===== src/rtl/cacheline_adaptor_if.sv =====
// Cache-side (pmem_*) and memory-side (burst_*) signals of the cacheline adaptor.
// The adaptor uses the slave modport; the environment driving it uses master.
interface cacheline_adaptor_if #(
  parameter int s_line  = 256,
  parameter int s_burst = 64
);
  logic [31:0]        pmem_address;
  logic               pmem_read;
  logic               pmem_write;
  logic [s_line-1:0]  pmem_wdata;
  logic [s_line-1:0]  pmem_rdata;
  logic               pmem_resp;
  logic [31:0]        burst_address;
  logic               burst_read;
  logic               burst_write;
  logic [s_burst-1:0] burst_wdata;
  logic [s_burst-1:0] burst_rdata;
  logic               burst_resp;

  modport slave (
    input  pmem_address, pmem_read, pmem_write, pmem_wdata, burst_rdata, burst_resp,
    output pmem_rdata, pmem_resp, burst_address, burst_read, burst_write, burst_wdata
  );

  modport master (
    output pmem_address, pmem_read, pmem_write, pmem_wdata, burst_rdata, burst_resp,
    input  pmem_rdata, pmem_resp, burst_address, burst_read, burst_write, burst_wdata
  );
endinterface


===== src/rtl/cacheline_adaptor.sv =====
// Splits a cache line into s_line/s_burst memory beats and reassembles read beats.
// Optional stall watchdog: define ADAPTOR_TIMEOUT_EN.

// One read-data lane: captures its beat of the line and holds it until the next read.
module cacheline_adaptor_beat #(
  parameter int W = 64
) (
  input  logic         clk,
  input  logic         rst_n,
  input  logic         we_i,
  input  logic [W-1:0] d_i,
  output logic [W-1:0] q_o
);
  logic [W-1:0] q_q;

  always_ff @(posedge clk or negedge rst_n) begin
    if (!rst_n)    q_q <= '0;
    else if (we_i) q_q <= d_i;
  end

  assign q_o = q_q;
endmodule

module cacheline_adaptor #(
  parameter int s_line  = 256,
  parameter int s_burst = 64
) (
  input  logic                   clk,
  input  logic                   rst,
  cacheline_adaptor_if.slave     bus,
  output logic                   err_o
);
  localparam int BEATS = s_line / s_burst;
  localparam int CW    = (BEATS > 1) ? $clog2(BEATS) : 1;
  localparam logic [CW-1:0] LAST = CW'(BEATS - 1);

  typedef enum logic [1:0] {IDLE, READ, WRITE, DONE} state_e;

  state_e                         state_q;
  logic [CW-1:0]                  cnt_q;
  logic [31:0]                    addr_q;
  logic [s_line-1:0]              wdata_q;
  logic                           rd_q, wr_q, resp_q;
  logic [BEATS-1:0]               beat_we;
  logic [BEATS-1:0][s_burst-1:0]  rdata;
`ifdef ADAPTOR_TIMEOUT_EN
  logic [7:0]                     to_q;
  logic                           err_q;
`endif

  always_ff @(posedge clk or negedge rst) begin
    if (!rst) begin
      state_q <= IDLE;
      cnt_q   <= '0;
      addr_q  <= '0;
      wdata_q <= '0;
      rd_q    <= 1'b0;
      wr_q    <= 1'b0;
      resp_q  <= 1'b0;
`ifdef ADAPTOR_TIMEOUT_EN
      to_q    <= '0;
      err_q   <= 1'b0;
`endif
    end else begin
      resp_q <= 1'b0;
      case (state_q)
        IDLE: begin
          cnt_q <= '0;
          if (bus.pmem_write) begin
            addr_q  <= bus.pmem_address;
            wdata_q <= bus.pmem_wdata;
            wr_q    <= 1'b1;
            state_q <= WRITE;
          end else if (bus.pmem_read) begin
            addr_q  <= bus.pmem_address;
            rd_q    <= 1'b1;
            state_q <= READ;
          end
        end
        READ, WRITE: begin
          if (bus.burst_resp) begin
            cnt_q <= cnt_q + CW'(1);
            // Write line is shifted so the current beat always sits in the low slice.
            if (state_q == WRITE) wdata_q <= wdata_q >> s_burst;
            if (cnt_q == LAST) begin
              state_q <= DONE;
              rd_q    <= 1'b0;
              wr_q    <= 1'b0;
              resp_q  <= 1'b1;
            end
          end
`ifdef ADAPTOR_TIMEOUT_EN
          // 255th consecutive stalled cycle gives up and returns whatever arrived.
          if (bus.burst_resp) begin
            to_q <= '0;
          end else if (to_q == 8'd254) begin
            to_q    <= '0;
            err_q   <= 1'b1;
            state_q <= DONE;
            rd_q    <= 1'b0;
            wr_q    <= 1'b0;
            resp_q  <= 1'b1;
          end else begin
            to_q <= to_q + 8'd1;
          end
`endif
        end
        default: state_q <= IDLE;
      endcase
    end
  end

  for (genvar k = 0; k < BEATS; k++) begin : g_lane
    assign beat_we[k] = (state_q == READ) && bus.burst_resp && (cnt_q == CW'(k));
    cacheline_adaptor_beat #(.W(s_burst)) u_beat (
      .clk   (clk),
      .rst_n (rst),
      .we_i  (beat_we[k]),
      .d_i   (bus.burst_rdata),
      .q_o   (rdata[k])
    );
  end

  assign bus.pmem_rdata    = rdata;
  assign bus.pmem_resp     = resp_q;
  assign bus.burst_address = addr_q;
  assign bus.burst_read    = rd_q;
  assign bus.burst_write   = wr_q;
  assign bus.burst_wdata   = wdata_q[s_burst-1:0];

`ifdef ADAPTOR_TIMEOUT_EN
  assign err_o = err_q;
`else
  assign err_o = 1'b0;
`endif
endmodule


===== src/flat_wrapper.sv =====
// flat-port wrapper written by rule: the top's interface ports become plain ports
module cacheline_adaptor_flat 
#(
  parameter int s_line  = 256,
  parameter int s_burst = 64
)
  (clk, rst, err_o, bus_pmem_address, bus_pmem_read, bus_pmem_write, bus_pmem_wdata, bus_burst_rdata, bus_burst_resp, bus_pmem_rdata, bus_pmem_resp, bus_burst_address, bus_burst_read, bus_burst_write, bus_burst_wdata);
  cacheline_adaptor_if #(.s_line(s_line), .s_burst(s_burst)) bus_i ();
  input  logic clk;
  input  logic rst;
  output logic err_o;
  input wire logic [$bits(bus_i.pmem_address)-1:0] bus_pmem_address;
  input wire logic [$bits(bus_i.pmem_read)-1:0] bus_pmem_read;
  input wire logic [$bits(bus_i.pmem_write)-1:0] bus_pmem_write;
  input wire logic [$bits(bus_i.pmem_wdata)-1:0] bus_pmem_wdata;
  input wire logic [$bits(bus_i.burst_rdata)-1:0] bus_burst_rdata;
  input wire logic [$bits(bus_i.burst_resp)-1:0] bus_burst_resp;
  output wire logic [$bits(bus_i.pmem_rdata)-1:0] bus_pmem_rdata;
  output wire logic [$bits(bus_i.pmem_resp)-1:0] bus_pmem_resp;
  output wire logic [$bits(bus_i.burst_address)-1:0] bus_burst_address;
  output wire logic [$bits(bus_i.burst_read)-1:0] bus_burst_read;
  output wire logic [$bits(bus_i.burst_write)-1:0] bus_burst_write;
  output wire logic [$bits(bus_i.burst_wdata)-1:0] bus_burst_wdata;
  assign bus_i.pmem_address = bus_pmem_address;
  assign bus_i.pmem_read = bus_pmem_read;
  assign bus_i.pmem_write = bus_pmem_write;
  assign bus_i.pmem_wdata = bus_pmem_wdata;
  assign bus_i.burst_rdata = bus_burst_rdata;
  assign bus_i.burst_resp = bus_burst_resp;
  assign bus_pmem_rdata = bus_i.pmem_rdata;
  assign bus_pmem_resp = bus_i.pmem_resp;
  assign bus_burst_address = bus_i.burst_address;
  assign bus_burst_read = bus_i.burst_read;
  assign bus_burst_write = bus_i.burst_write;
  assign bus_burst_wdata = bus_i.burst_wdata;
  cacheline_adaptor #(.s_line(s_line), .s_burst(s_burst)) u_core (.clk(clk), .rst(rst), .bus(bus_i), .err_o(err_o));
endmodule

===== config.mk =====
export PLATFORM = sky130hd
export DESIGN_NAME = cacheline_adaptor_flat
export DESIGN_NICKNAME = d
export VERILOG_FILES = /design/src/rtl/cacheline_adaptor_if.sv /design/src/rtl/cacheline_adaptor.sv /design/src/flat_wrapper.sv
export SDC_FILE = /design/constraint.sdc
export NUM_CORES = 1
export LEC_CHECK = 0
export CORE_AREA = 4 4 279 281
export DETAILED_ROUTE_END_ITERATION = 10
export DIE_AREA = 0 0 283 285
export DONT_BUFFER_PORTS = 1
export PLACE_DENSITY = 0.56
export SYNTH_ARGS = -nofsm -noshare
export SYNTH_HDL_FRONTEND = slang
export SYNTH_SLANG_ARGS = --single-unit

===== constraint.sdc =====
create_clock -name clk -period 2.23 [get_ports clk]
set_input_delay 0.3345 -clock clk [delete_from_list [all_inputs] [get_ports clk]]
set_output_delay 0.3345 -clock clk [all_outputs]
set_load 0.03 [all_outputs]

# After elaboration in Yosys (flattened, before gate mapping)
# Index checks and enable logic that the tools add are counted.
totals:
  elab_cells: 63
  input_bits: 357
  out_inout_bits: 356
  regBits: 551
classes:
  n_addsub: 1
  n_reduce_logical: 16
  n_mux: 23
  n_eq_ne: 12
ops:
  columns: ["cell", "count"]
  rows:
  - ["256-bit two-way mux", 3]
  - ["256-bit one-hot mux with 2 select lines", 1]
  - ["32-bit two-way mux", 2]
  - ["2-bit two-way mux", 5]
  - ["1-bit two-way mux", 8]
  - ["2-bit != test, second input constant", 4]
  - ["2-bit one-hot mux with 2 select lines", 2]
  - ["4-bit AND reduction", 2]
  - ["2-bit equality test, second input constant", 3]
  - ["1-bit logical AND", 5]
  - ["5-bit AND reduction", 1]
  - ["2-bit by 1-bit equality test with 1-bit output, second input constant", 2]
  - ["2-bit zero test", 2]
  - ["2-bit by 1-bit != test with 1-bit output, second input constant", 2]
  - ["1-bit one-hot mux with 2 select lines", 2]
  - ["2-bit AND reduction", 2]
  - ["2-bit nonzero test", 2]
  - ["3-bit != test, second input constant", 1]
  - ["3-bit AND reduction", 1]
  - ["2-bit by 1-bit adder with 2-bit output, second input constant", 1]
  - ["2-bit OR reduction", 1]

# Longest topological paths before layout
# Gate-level depths: netlist of run 1.
logic_depth:
  word_depth: 4
  depth_mapped: 9
  mapped_depth_nobuf: 5

# Hierarchy
# From an unflattened synthesis of run 1, not the netlist that was laid out.
hier_totals:
  cells_unflattened: 1492
  area_unflattened_um2: 24522.3
by_module_without_submodules:
  columns: ["module", "n_inst", "cells_per_inst", "area_each_um2", "seq_area_each_um2"]
  rows:
  - ["cacheline_adaptor", 1, 952, 13807.0, 7382.1]
  - ["cacheline_adaptor_beat", 4, 135, 2678.8, 1601.5]

# Worst setup path before layout of run 1
# OpenSTA, ideal clock, no wires.
synth_path:
  path_type: "register -> register"
  startpoint: "register u_core.state_q[0]"
  endpoint: "register u_core.wdata_q[16]"
  setup_slack_ns: 0.173
  period_less_slack_ns: 2.057
  setup_ns: 0.128
  t_required_ns: 2.102
  t_arrival_ns: 1.929
  stages_incl_launch_ff: 7
  n_path_buf: 2
  path_cell_list: "dfrtp_1 inv_1 ha_1 buf_2 clkbuf_1 mux2_2 mux2_1"
synth_between:
  elab_chain_cells: 4
  word_cells_on_any_way: 10
  cone_classes: "eq/ne (5); mux (1); reduce/logical (4)"
synth_lines:
  columns: ["item", "line", "text"]
  rows:
  - ["start: declaration", "cacheline_adaptor.sv:39", "state_e state_q;"]
  - ["start signal: assignment", "cacheline_adaptor.sv:53", "state_q <= IDLE;"]
  - ["start signal: assignment", "cacheline_adaptor.sv:73", "state_q <= WRITE;"]
  - ["start signal: assignment", "cacheline_adaptor.sv:77", "state_q <= READ;"]
  - ["2-bit by 1-bit equality test with 1-bit output / 2-bit equality test (equally long branches)", "cacheline_adaptor.sv:66, cacheline_adaptor.sv:84", null]
  - ["2-bit OR reduction", "cacheline_adaptor.sv:66", "case (state_q)"]
  - ["2-bit by 1-bit != test with 1-bit output (no source line), or another cell as far along", null, null]
  - ["4-bit AND reduction (no source line)", null, null]
  - ["end signal: assignment", "cacheline_adaptor.sv:71", "wdata_q <= bus.pmem_wdata;"]
  - ["end signal: assignment", "cacheline_adaptor.sv:84", "if (state_q == WRITE) wdata_q <= wdata_q >> s_burst;"]
  - ["end: declaration", "cacheline_adaptor.sv:42", "logic [s_line-1:0] wdata_q;"]
# Parallel ways exist; a longest one is shown, timed or not.
# A chain may end at the register's enable or synchronous reset.

# Worst setup path in the final report of run 1
layout_path:
  startpoint: "register u_core.state_q[1]"
  endpoint: "register u_core.wdata_q[26]"
# Same word-level chain as after synthesis.

==> impl_results.rst, run 1 <==
.. list-table::
   :header-rows: 1

   * - Metric
     - Value
   * - Post-layout instance area
     - 30,390 um^2
   * - Met2 track demand over resource in global routing
     - 28.42%
   * - TritonCTS Sinks
     - 551
   * - Gr busiest metal
     - met2
   * - Peak Freq
     - 0.4613 GHz
   * - Final cell utilization of the core
     - 40.28%
   * - Data required, critical path
     - 2.72 ns
   * - Clock root buffer
     - clkbuf_16
   * - Overflow left after global routing
     - 0
   * - Final setup violation count
     - 0
   * - Setup repair after global routing missed its margin
     - true
   * - Min-delay worst type
     - input pin to asynchronous set/reset pin
   * - Post-Syn Instances
     - 1,628
   * - IO Port Bufs
     - 0
   * - Fraction of met1 tracks used by global routing
     - 19.07%
   * - Clk_lat worst skew
     - 0.61 ns
   * - Placer's final routability congestion estimate
     - 0.8262
   * - Clock-pin slew on the worst setup and hold paths
     - 0.06 ns
   * - Total nets after synthesis
     - 1,995
   * - Fill cell total of the finished layout
     - 6,925
   * - Number of buffers inserted for hold repair after clock tree synthesis
     - 357
   * - Total Power
     - 54,910 uW
   * - Total routing usage reported by global routing
     - 16.31%
   * - Iteration count of the initial detailed-routing pass
     - 4
   * - Vias per cell
     - 4.875
   * - Area after DPL
     - 24,560 um^2
   * - Worst vdd ir
     - 1.344 mV
   * - Leakage power figure
     - 0.01318 uW
   * - Via count of the routed design
     - 14,459
   * - Row cnt
     - 101
   * - Violations in the final reports
     - hold timing, slew limit
   * - Max Transition Viols Final
     - 157
   * - Critical path start-end classification
     - register to register
   * - Number of violations reported at the end of detailed-routing iteration 0
     - 687
   * - HPWL reported at the end of detailed placement
     - 46.59 mm
   * - Post-Route WL
     - 69.04 mm
   * - Sequential-to-total area share from yosys stat
     - 58.35%
   * - Hold Vio Cnt, Final
     - 551
   * - Die extent in y
     - 285 um
   * - Worst hold margin
     - -0.5360 ns
   * - Layout Skew
     - 0.01973 ns
   * - Count of state elements after synthesis
     - 551
   * - Number of antenna violations at the first check in global routing
     - 4
   * - Max clock buf depth
     - 3
   * - Post-layout nets
     - 2,302
   * - Ranking of synthesized cells by area
     - dfrtp_1 58%, mux2_2 27%, mux2_1 4.8%
   * - Per-instance average area after synthesis
     - 14.52 um^2
   * - Arrival time worst endpoint
     - 2.66 ns
   * - Placeable Area
     - 75,440 um^2
   * - Post-route minimum period
     - 2.168 ns
   * - Yosys warnings
     - 0
   * - Top-level port count
     - 713
   * - Area used by sequential logic in the layout
     - 13,790 um^2
   * - Final critical-path share of the clock period
     - 97.20%
   * - Number of distinct library cells after synthesis
     - 26
   * - Leading cell type in the layout, fill and taps excluded
     - mux2_2
   * - Post-synth top area share
     - 58.35%
   * - Kind of end point of the critical path
     - register
   * - Met3 Usage GRT
     - 4.580%
   * - Initial cell density of the core
     - 31.32%
   * - Max-capacitance violation count
     - 0
   * - Post-synthesis instance area
     - 23,630 um^2
   * - Routed wirelength normalized by instance count
     - 23.28 um
   * - Htree depth
     - 2
   * - Global-route wire length before repair
     - 103.6 mm
   * - Critical-path maximum fanout
     - 36
   * - Syn-to-layout area delta
     - 28.59%
   * - TritonCTS clock tree
     - yes
   * - Run status
     - complete, but fails checks
   * - Largest area contributor in the synthesized netlist
     - dfrtp_1
   * - Relative max-transition margin
     - -12.27%
   * - Die footprint
     - 80,660 um^2
   * - Multi-input gate area in the final layout
     - 8692 um^2
   * - Die width
     - 283 um
   * - Fraction of layout cells with a size suffix above 1
     - 37.23%
   * - Commonest cells after routing, fill and taps aside
     - 574 x mux2_2, 551 x dfrtp_1, 356 x dlygate4sd3_1
   * - Maximum number of pins on one net before global-route repair
     - 552
   * - Slew at the pin closest to its max-slew limit
     - 1.684 ns
   * - Total power density per cell area
     - 1807 nW/um^2
   * - Drc violations
     - 0
   * - Crit path launch type
     - register
   * - Number of global-route vias before repair
     - 15,869
   * - Detail Route Antenna Nets
     - 0
   * - Clock buffer count from CTS
     - 61
critical path, cell delays in order (launching register included):
cell,delay [ns]
dfrtp_1,0.36
inv_1,0.10
ha_4,0.34
nor2_1,0.08
a211oi_4,0.25
buf_12,0.16
buf_12,0.15
buf_12,0.22
mux2_2,0.37
registers in the layout (all words and copies together) (netlist names):
register                  flops
u_core.bus.burst_write        1
u_core.cnt_q                  2
u_core.g_lane.u_beat.q_o    256
u_core.bus.burst_read         1
u_core.wdata_q              256
u_core.bus.pmem_resp          1
u_core.state_q                2
u_core.bus.burst_address     32
timing repair:
action                                   CTS  global route
resized for setup                          0             4
hold endpoints to repair                1097           551
buffers inserted                           0             2
endpoints found under the setup margin     0           100
through the flow:
stage / setup TNS, ns / std cells / setup WS (ns) / hold WS (ns)
2_1_floorplan: 0 / 1628 / 0.1734 / 0.03891
3_3_place_gp: 0 / 2487 / 0.1151 / 0.06426
3_5_place_dp: 0 / 2487 / 0.06528 / 0.07719
4_1_cts: 0 / 2957 / 0.03783 / -0.5975
5_1_grt: -0.2982 / 2966 / -0.02201 / -0.5843
6_report: 0 / 2966 / 0.06233 / -0.5360
where the power goes:
group          leakage (uW)  total (uW)  switching [uW]  internal (uW)
combinational       0.00531       19600            8270          11400
clock               0.00103       10400            4250           6110
sequential          0.00684       24900           10000          14900
total                0.0132       54900           22500          32400
Yosys cell counts:
cell type / n
dfrtp_1: 551
o21ai_0: 66
a31oi_1: 1
conb_1: 1
nand4_1: 65
a21oi_1: 4
a211oi_2: 1
nor2b_1: 1
mux2_1: 100
mux2_2: 574
inv_1: 70
buf_2: 36
nand2_1: 4
ha_1: 10
o21ai_1: 1
o2bb2ai_1: 1
nor2_1: 3
mux2i_1: 1
buf_4: 82
clkbuf_1: 45
nand2b_1: 2
a2bb2oi_1: 1
buf_1: 2
nand3_1: 4
and3_1: 1
a32o_1: 1
metal layers:
metal,up-vias,wire length (um)
li1,6322,-
met1,7479,26780
met2,510,34900
met3,148,4564
met4,0,2809
met5,-,0
kinds of logic (layout without fill, tap and decap cells):
group / after synthesis / in the layout / synth area share, %
compound gates: 76 / 76 / 1.700
fa+ha+maj: 10 / 10 / 0.5295
buf+inv: 235 / 592 / 5.226
flops: 551 / 551 / 58.35
mux: 675 / 675 / 32.16
other cells: 1 / 4 / 0.01587
simple gates: 80 / 80 / 2.023
cell type report:
cell class / instances / area share (%)
sequential: 551 / 45.37
multi-input combinational: 842 / 28.60
timing repair buffer: 409 / 14.25
clock buffer: 85 / 5.781
tap: 978 / 4.027
clock inverter: 28 / 1.071
inverter: 70 / 0.8729
antenna: 3 / 0.02470
worst paths after layout:
check,endpoint,slack [ns],cells past startpoint,from
min in group clk,u_core.wdata_q[199],0.06,2,bus_pmem_write
worst min-delay path,u_core.wdata_q[11],-0.54,0,rst
worst min register to register,u_core.wdata_q[152],0.48,1,u_core.wdata_q[152]
worst max register to register,u_core.wdata_q[26],0.06,8,u_core.state_q[1]
max in group asynchronous,u_core.g_lane[3].u_beat.q_o[2],1.46,0,rst
worst max-delay path,u_core.wdata_q[26],0.06,8,u_core.state_q[1]
Power figures use the tool's default switching activity.
==> run 2: changes to the inputs <==
--- a/config.mk
+++ b/config.mk
@@ -5,10 +5,11 @@
 export SDC_FILE = /design/constraint.sdc
 export NUM_CORES = 1
 export LEC_CHECK = 0
-export CORE_AREA = 4 4 279 281
+export CORE_AREA = 2 2 277 279
 export DETAILED_ROUTE_END_ITERATION = 10
-export DIE_AREA = 0 0 283 285
+export DIE_AREA = 0 0 279 281
 export DONT_BUFFER_PORTS = 1
+export GPL_ROUTABILITY_DRIVEN = 1
 export PLACE_DENSITY = 0.56
 export SYNTH_ARGS = -nofsm -noshare
 export SYNTH_HDL_FRONTEND = slang
==> run 2 against run 1 <==
Effect of this change:
- non-clock buffer count is 7 lower
- flip-flop and latch count unchanged
- core utilization increased by 0.14 points
- largest power group unchanged
- clock power is 7% higher
- sequential share of layout area shrank 0.16 points
- total power grew 0.88%
- critical endpoint is now u_core.wdata_q[15]
- the run still ends with hold timing, slew limit left
==> impl_results.rst, run 2 (synthesis gave the netlist of run 1 again) <==
.. list-table::
   :header-rows: 1

   * - Metric
     - Value
   * - Run status
     - complete, but fails checks (unchanged)
   * - Violations in the final reports
     - hold timing, slew limit (unchanged)
   * - Design internal power
     - 32,820 uW (was 32,370 uW)
   * - Number of global-route vias before repair
     - 15,910 (was 15,869)
   * - Area after DPL
     - 24,650 um^2 (was 24,560 um^2)
   * - Min-delay worst type
     - input pin to asynchronous set/reset pin (unchanged)
   * - Worst Reg-to-Reg Cells
     - 9 (was 8)
   * - Vias per cell
     - 4.860 (was 4.875)
   * - Drc violations
     - 0 (unchanged)
   * - Maximum number of pins on one net before global-route repair
     - 552 (unchanged)
   * - Switching power
     - 22,570 uW (was 22,530 uW)
   * - Detail Route Antenna Nets
     - 0 (unchanged)
   * - Non-filler instance count after layout
     - 2,972 (was 2,966)
   * - Clock root buffer
     - clkbuf_16 (unchanged)
   * - Worst vdd ir
     - 0.7781 mV (was 1.344 mV)
   * - TritonCTS clock tree
     - yes (unchanged)
   * - Initial cell density of the core
     - 31.32% (unchanged)
   * - Kind of end point of the critical path
     - register (unchanged)
   * - Max clock buf depth
     - 3 (unchanged)
   * - TritonCTS Sinks
     - 551 (unchanged)
   * - Die extent in y
     - 281 um (was 285 um)
   * - Clock buffer count from CTS
     - 66 (was 61)
   * - Max Transition Viols Final
     - 132 (was 157)
   * - Sw Share
     - 40.74% (was 41.04%)
   * - Post-Route WL
     - 67.95 mm (was 69.04 mm)
   * - Critical-path maximum fanout
     - 22 (was 36)
   * - Leading cell type in the layout, fill and taps excluded
     - mux2_2 (unchanged)
   * - Routed wirelength normalized by instance count
     - 22.86 um (was 23.28 um)
   * - Crit-path max cell delay
     - 0.36 ns (was 0.37 ns)
   * - Final critical-path share of the clock period
     - 95.36% (was 97.20%)
   * - Placeable Area
     - 75,440 um^2 (unchanged)
   * - Overflow left after global routing
     - 0 (unchanged)
   * - CP cell instances
     - inv_2, ha_2, nor2b_1, buf_4, a211oi_4, buf_6, buf_12, buf_12, mux2_1 (was inv_1, ha_4, nor2_1, a211oi_4, buf_12, buf_12, buf_12, mux2_2)
   * - Htree depth
     - 3 (was 2)
   * - Setup repair after global routing missed its margin
     - false (was true)
   * - Post-layout instance area
     - 30,500 um^2 (was 30,390 um^2)
   * - Critical path start-end classification
     - register to register (unchanged)
   * - Worst hold margin
     - -0.5704 ns (was -0.5360 ns)
   * - Clock-pin slew on the worst setup and hold paths
     - 0.05 ns (was 0.06 ns)
   * - Die footprint
     - 78,400 um^2 (was 80,660 um^2)
   * - Post-placement cell count
     - 2,495 (was 2,487)
   * - Leakage power figure
     - 0.01322 uW (was 0.01318 uW)
   * - Total power density per cell area
     - 1816 nW/um^2 (was 1807 nW/um^2)
   * - Commonest cells after routing, fill and taps aside
     - 575 x mux2_2, 551 x dfrtp_1, 344 x dlygate4sd3_1 (was 574 x mux2_2, 551 x dfrtp_1, 356 x dlygate4sd3_1)
   * - Relative max-transition margin
     - -7.959% (was -12.27%)
   * - Layout Skew
     - 0.02655 ns (was 0.01973 ns)
   * - Crit path launch type
     - register (unchanged)
   * - Max-capacitance violation count
     - 0 (unchanged)
   * - Total routing usage reported by global routing
     - 16.74% (was 16.31%)
   * - Number of violations reported at the end of detailed-routing iteration 0
     - 648 (was 687)
   * - Library cell contributing the largest single delay on the critical path
     - dfrtp_1 (was mux2_2)
   * - Clk_lat worst skew
     - 0.61 ns (about the same)
   * - Syn-to-layout area delta
     - 29.05% (was 28.59%)
   * - Hold Vio Cnt, Final
     - 551 (unchanged)
   * - Most frequent cell on the critical path
     - buf_12 (unchanged)
   * - Via count of the routed design
     - 14,445 (was 14,459)
   * - Final setup violation count
     - 0 (unchanged)
   * - Fill cell total of the finished layout
     - 6,952 (was 6,925)
   * - Relative contribution of sequential cells to total power
     - 44.9% (was 45.4%)
   * - Beginning of the critical path
     - u_core.state_q[1] (unchanged)
   * - Number of buffers inserted for hold repair after clock tree synthesis
     - 345 (was 357)
   * - HPWL reported at the end of detailed placement
     - 46.39 mm (was 46.59 mm)
   * - Top-level port count
     - 713 (unchanged)
   * - Post-route minimum period
     - 2.126 ns (was 2.168 ns)
   * - Die width
     - 279 um (was 283 um)
   * - Global-route wire length before repair
     - 100.3 mm (was 103.6 mm)
   * - Placer's final routability congestion estimate
     - 0.8369 (was 0.8262)
   * - Slew at the pin closest to its max-slew limit
     - 1.619 ns (was 1.684 ns)
   * - Data required, critical path
     - 2.71 ns (was 2.72 ns)
   * - IO Port Bufs
     - 0 (unchanged)
   * - Arrival time worst endpoint
     - 2.61 ns (was 2.66 ns)
   * - Row cnt
     - 101 (unchanged)
   * - Number of antenna violations at the first check in global routing
     - 14 (was 4)
   * - R2R Path Start
     - u_core.state_q[1] (unchanged)
   * - Share of power burned in combinational logic
     - 35.0% (was 35.8%)
   * - Fraction of layout cells with a size suffix above 1
     - 37.56% (was 37.23%)
   * - Post-layout nets
     - 2,300 (was 2,302)
   * - Peak Freq
     - 0.4703 GHz (was 0.4613 GHz)
   * - Iteration count of the initial detailed-routing pass
     - 5 (was 4)
   * - Power share of the clock group
     - 20.1% (was 18.9%)
   * - Final cell utilization of the core
     - 40.42% (was 40.28%)
==> run 2: cell types whose count changed in the layout (fill, tap and decap cells not counted), moves of 4 or more <==
cell	before	now
clkinv_16	0	4
diode_2	3	13
clkinv_2	13	6
dlygate4sd3_1	356	344
clkbuf_1	10	16
clkbuf_8	14	10
==> run 2: through the flow <==
step	TNS, ns	hold WS [ns]	power (uW)	worst slack (ns)
2_1_floorplan	0	0.03891	38560	0.1734
3_3_place_gp	-4.339	0.04892	42830	-0.07764
5_1_grt	0	-0.6201	58180	0.01107
3_5_place_dp	-2.987	0.04798	43480	-0.07351
4_1_cts	0	-0.6203	55500	0.02043
6_report	0	-0.5704	55390	0.1035
==> run 2: metal layers <==
metal  global-route usage (%)  vias up  part of all wire (%)
li1                         -     6346                     -
met1                    19.34     7449                    39
met2                    28.63      494                    51
met3                    4.572      152                   6.3
met4                    8.244        4                   4.2
met5                        0        -                 0.034
==> run 2: final timing paths <==
kind / endpoint / slack (ns)
setup / recovery: u_core.wdata_q[15] / 0.10
hold / removal: u_core.bus.burst_address[0] / -0.57
setup reg to reg: u_core.wdata_q[15] / 0.10
hold reg to reg: u_core.wdata_q[137] / 0.48
max in group asynchronous: u_core.bus.burst_read / 1.49
min in group clk: u_core.wdata_q[10] / 0.05
==> run 2: timing repair <==
item                        CTS  global route
pin swaps                     1             0
gates resized for setup       1             6
setup endpoints to repair   157           158
cloned                        0             2
setup buffers                 1             0
hold endpoints to repair   1089           551
==> run 2: cell type report <==
class | count | area (um^2) | area share (%)
multi-input cells | 842 | 8692 | 28.50
inverters | 70 | 262.8 | 0.8616
flip-flops and latches | 551 | 13790 | 45.21
clock buffers | 92 | 1849 | 6.064
diodes | 13 | 32.53 | 0.1067
clock inverters | 24 | 420.4 | 1.379
repair buffers | 402 | 4228 | 13.86
well taps | 978 | 1224 | 4.012
==> run 2: worst max-delay path, delay by kind of cell, from the launching register on <==
kind / cells / cell delay, ns
adder cells (fa/ha/maj): 1 / 0.20
AND/OR/NAND/NOR: 1 / 0.15
AO/OA/AOI/OAI: 1 / 0.20
multiplexers: 1 / 0.35
buffers and inverters: 5 / 0.73
flip-flops: 1 / 0.36
==> run 2: power groups by stage <==
stage | Combinational [uW] | Sequential (uW) | Clock (uW)
2_1_floorplan | 16600 | 22000 | 0
3_3_place_gp | 17900 | 24900 | 0
3_5_place_dp | 18400 | 25100 | 0
4_1_cts | 19100 | 24900 | 11500
5_1_grt | 21000 | 25300 | 11900
6_report | 19400 | 24900 | 11100
==> run 3: changes to the inputs <==
--- a/config.mk
+++ b/config.mk
@@ -11,6 +11,7 @@
 export DONT_BUFFER_PORTS = 1
 export GPL_ROUTABILITY_DRIVEN = 1
 export PLACE_DENSITY = 0.56
+export SLEW_MARGIN = 40
 export SYNTH_ARGS = -nofsm -noshare
 export SYNTH_HDL_FRONTEND = slang
 export SYNTH_SLANG_ARGS = --single-unit
==> run 3 against run 2 <==
Effect of this change:
- the flow finishes with violations (hold timing)
- via count rose by 0.27%
- global-route usage did not move
- setup slack barely moved
- combinational power barely moved
- critical path depth did not move
- flip-flop and latch count did not move
- wire length rose by 0.24%
- sequential power barely moved
- first-iteration DRC count rose by 3.5%
- clock skew barely moved
- critical path type unchanged
- largest power group unchanged
- highest routed layer unchanged
==> impl_results.rst, run 3 (synthesis gave the netlist of run 1 again) <==
.. list-table::
   :header-rows: 1

   * - Metric
     - Value
   * - Violations in the final reports
     - hold timing (was hold timing, slew limit)
   * - Commonest cells after routing, fill and taps aside
     - 575 x mux2_2, 551 x dfrtp_1, 345 x dlygate4sd3_1 (was 575 x mux2_2, 551 x dfrtp_1, 344 x dlygate4sd3_1)
   * - Peak Freq
     - 0.4702 GHz (was 0.4703 GHz)
   * - Max-capacitance violation count
     - 0 (unchanged)
   * - Library cell contributing the largest single delay on the critical path
     - dfrtp_1 (unchanged)
   * - Data required, critical path
     - 2.71 ns (about the same)
   * - Leading cell type in the layout, fill and taps excluded
     - mux2_2 (unchanged)
   * - Die footprint
     - 78,400 um^2 (unchanged)
   * - Critical path start-end classification
     - register to register (unchanged)
   * - Final cell utilization of the core
     - 40.64% (was 40.42%)
   * - Row cnt
     - 101 (unchanged)
   * - Max clock buf depth
     - 3 (unchanged)
   * - Post-Route WL
     - 68.12 mm (was 67.95 mm)
   * - Total power density per cell area
     - 1814 nW/um^2 (was 1816 nW/um^2)
   * - Leakage power figure
     - 0.01330 uW (was 0.01322 uW)
   * - Fill cell total of the finished layout
     - 6,937 (was 6,952)
   * - Kind of end point of the critical path
     - register (unchanged)
   * - Worst vdd ir
     - 0.7844 mV (was 0.7781 mV)
   * - Arrival time worst endpoint
     - 2.61 ns (about the same)
   * - Total routing usage reported by global routing
     - 16.74% (unchanged)
   * - IO Port Bufs
     - 0 (unchanged)
   * - Drc violations
     - 0 (unchanged)
   * - Multi-input gate area in the final layout
     - 8692 um^2 (unchanged)
   * - TritonCTS clock tree
     - yes (unchanged)
   * - CP cell instances
     - inv_2, ha_2, nor2b_1, buf_4, a211oi_4, buf_6, buf_12, buf_12, mux2_1 (unchanged)
   * - Post-route minimum period
     - 2.127 ns (was 2.126 ns)
   * - Post-layout nets
     - 2,307 (was 2,300)
   * - Crit path launch type
     - register (unchanged)
   * - Area used by sequential logic in the layout
     - 13,790 um^2 (unchanged)
   * - Clock root buffer
     - clkbuf_16 (unchanged)
   * - Final critical-path share of the clock period
     - 95.36% (about the same)
   * - TritonCTS Sinks
     - 551 (unchanged)
   * - Hold Vio Cnt, Final
     - 143 (was 551)
   * - Clock buffer count from CTS
     - 66 (unchanged)
   * - Htree depth
     - 3 (unchanged)
   * - Critical-path maximum fanout
     - 22 (unchanged)
   * - Run status
     - complete, but fails checks (unchanged)
   * - Clock-pin slew on the worst setup and hold paths
     - 0.06 ns (was 0.05 ns)
   * - Worst hold margin
     - -0.08373 ns (was -0.5704 ns)
   * - Fraction of layout cells with a size suffix above 1
     - 37.73% (was 37.56%)
   * - Number of global-route vias before repair
     - 15,910 (unchanged)
   * - Vias per cell
     - 4.860 (about the same)
   * - Worst reg2reg setup slack
     - 0.10 ns (about the same)
   * - Syn-to-layout area delta
     - 29.74% (was 29.05%)
   * - Die extent in y
     - 281 um (unchanged)
   * - Initial cell density of the core
     - 31.32% (unchanged)
   * - Detail Route Antenna Nets
     - 0 (unchanged)
   * - Overflow left after global routing
     - 0 (unchanged)
   * - Via count of the routed design
     - 14,484 (was 14,445)
   * - Most frequent cell on the critical path
     - buf_12 (unchanged)
   * - Final setup violation count
     - 0 (unchanged)
   * - Setup repair after global routing missed its margin
     - false (unchanged)
   * - Die width
     - 279 um (unchanged)
   * - Top-level port count
     - 713 (unchanged)
   * - Number of violations reported at the end of detailed-routing iteration 0
     - 671 (was 648)
   * - Routed wirelength normalized by instance count
     - 22.86 um (about the same)
   * - Slew at the pin closest to its max-slew limit
     - 0.8896 ns (was 1.619 ns)
   * - Iteration count of the initial detailed-routing pass
     - 4 (was 5)
   * - Min-delay worst type
     - input pin to asynchronous set/reset pin (unchanged)
   * - Number of antenna violations at the first check in global routing
     - 14 (unchanged)
   * - Layout Skew
     - 0.02665 ns (was 0.02655 ns)
   * - Maximum number of pins on one net before global-route repair
     - 552 (unchanged)
   * - Global-route wire length before repair
     - 100.3 mm (unchanged)
   * - Clk_lat worst skew
     - 0.61 ns (about the same)
   * - Placeable Area
     - 75,440 um^2 (unchanged)
   * - Max Transition Viols Final
     - 0 (was 132)
   * - Placer's final routability congestion estimate
     - 0.8369 (unchanged)
   * - HPWL reported at the end of detailed placement
     - 46.39 mm (unchanged)
   * - Relative max-transition margin
     - 40.50% (was -7.959%)
   * - Crit-path max cell delay
     - 0.36 ns (about the same)
run 3: path summary, 6_finish.rpt:
kind,start,end,cells past startpoint
min in group clk,bus_pmem_wdata[10],u_core.wdata_q[10],2
max reg2reg,u_core.state_q[1],u_core.wdata_q[15],9
min reg2reg,u_core.wdata_q[137],u_core.wdata_q[137],1
max in group asynchronous,rst,u_core.bus.burst_read,5
min,rst,u_core.bus.burst_address[26],3
max,u_core.state_q[1],u_core.wdata_q[15],9
run 3: layout make-up:
type | count | share of cell area (%)
timing repair buffer | 409 | 14.31
clock buffer | 92 | 6.032
inverter | 70 | 0.8570
sequential | 551 | 44.97
multi-input combinational | 842 | 28.35
tap | 978 | 3.991
clock inverter | 24 | 1.371
antenna | 14 | 0.1143
run 3: repair_timing:
| item | in CTS | in global routing |
|---|---|---|
| hold buffers | 345 | 3 |
| gates resized for setup | 1 | 6 |
| endpoints found under the setup margin | 157 | 158 |
| gates cloned | 0 | 2 |
| pin swaps | 1 | 0 |
| setup buffers | 1 | 0 |
| endpoints found under the hold margin | 1089 | 164 |
run 3: through the flow:
step | power, uW | TNS [ns] | setup WS (ns) | instances | area (um^2)
6_report | 55610 | 0 | 0.1034 | 2980 | 30660
5_1_grt | 58460 | 0 | 0.01107 | 2977 | 30650
4_1_cts | 55500 | 0 | 0.02043 | 2957 | 30400
3_5_place_dp | 43480 | -2.987 | -0.07351 | 2495 | 24650
3_3_place_gp | 42830 | -4.339 | -0.07764 | 2495 | 24650
2_1_floorplan | 38560 | 0 | 0.1734 | 1628 | 23630
run 3: report_power, final:
group	total, uW	internal (uW)	switching, uW
sequential	24900	14900	9980
combinational	19600	11300	8290
clock	11100	6620	4500
run 3: layer usage:
layer | wire length, um | vias up | GRT usage [%] | share of wire [%]
met2 | 34590 | 453 | 28.63 | 51
met3 | 4245 | 146 | 4.572 | 6.2
met1 | 26440 | 7517 | 19.34 | 39
met4 | 2823 | 4 | 8.244 | 4.1
met5 | 21 | - | 0 | 0.031
li1 | - | 6364 | - | -
run 3: worst max-delay path, delay by kind of cell (launching register included):
family / cells / cell delay (ns)
AO/OA/AOI/OAI: 1 / 0.20
adder cells (fa/ha/maj): 1 / 0.20
buffers and inverters: 5 / 0.73
flip-flops: 1 / 0.36
multiplexers: 1 / 0.35
AND/OR/NAND/NOR: 1 / 0.15
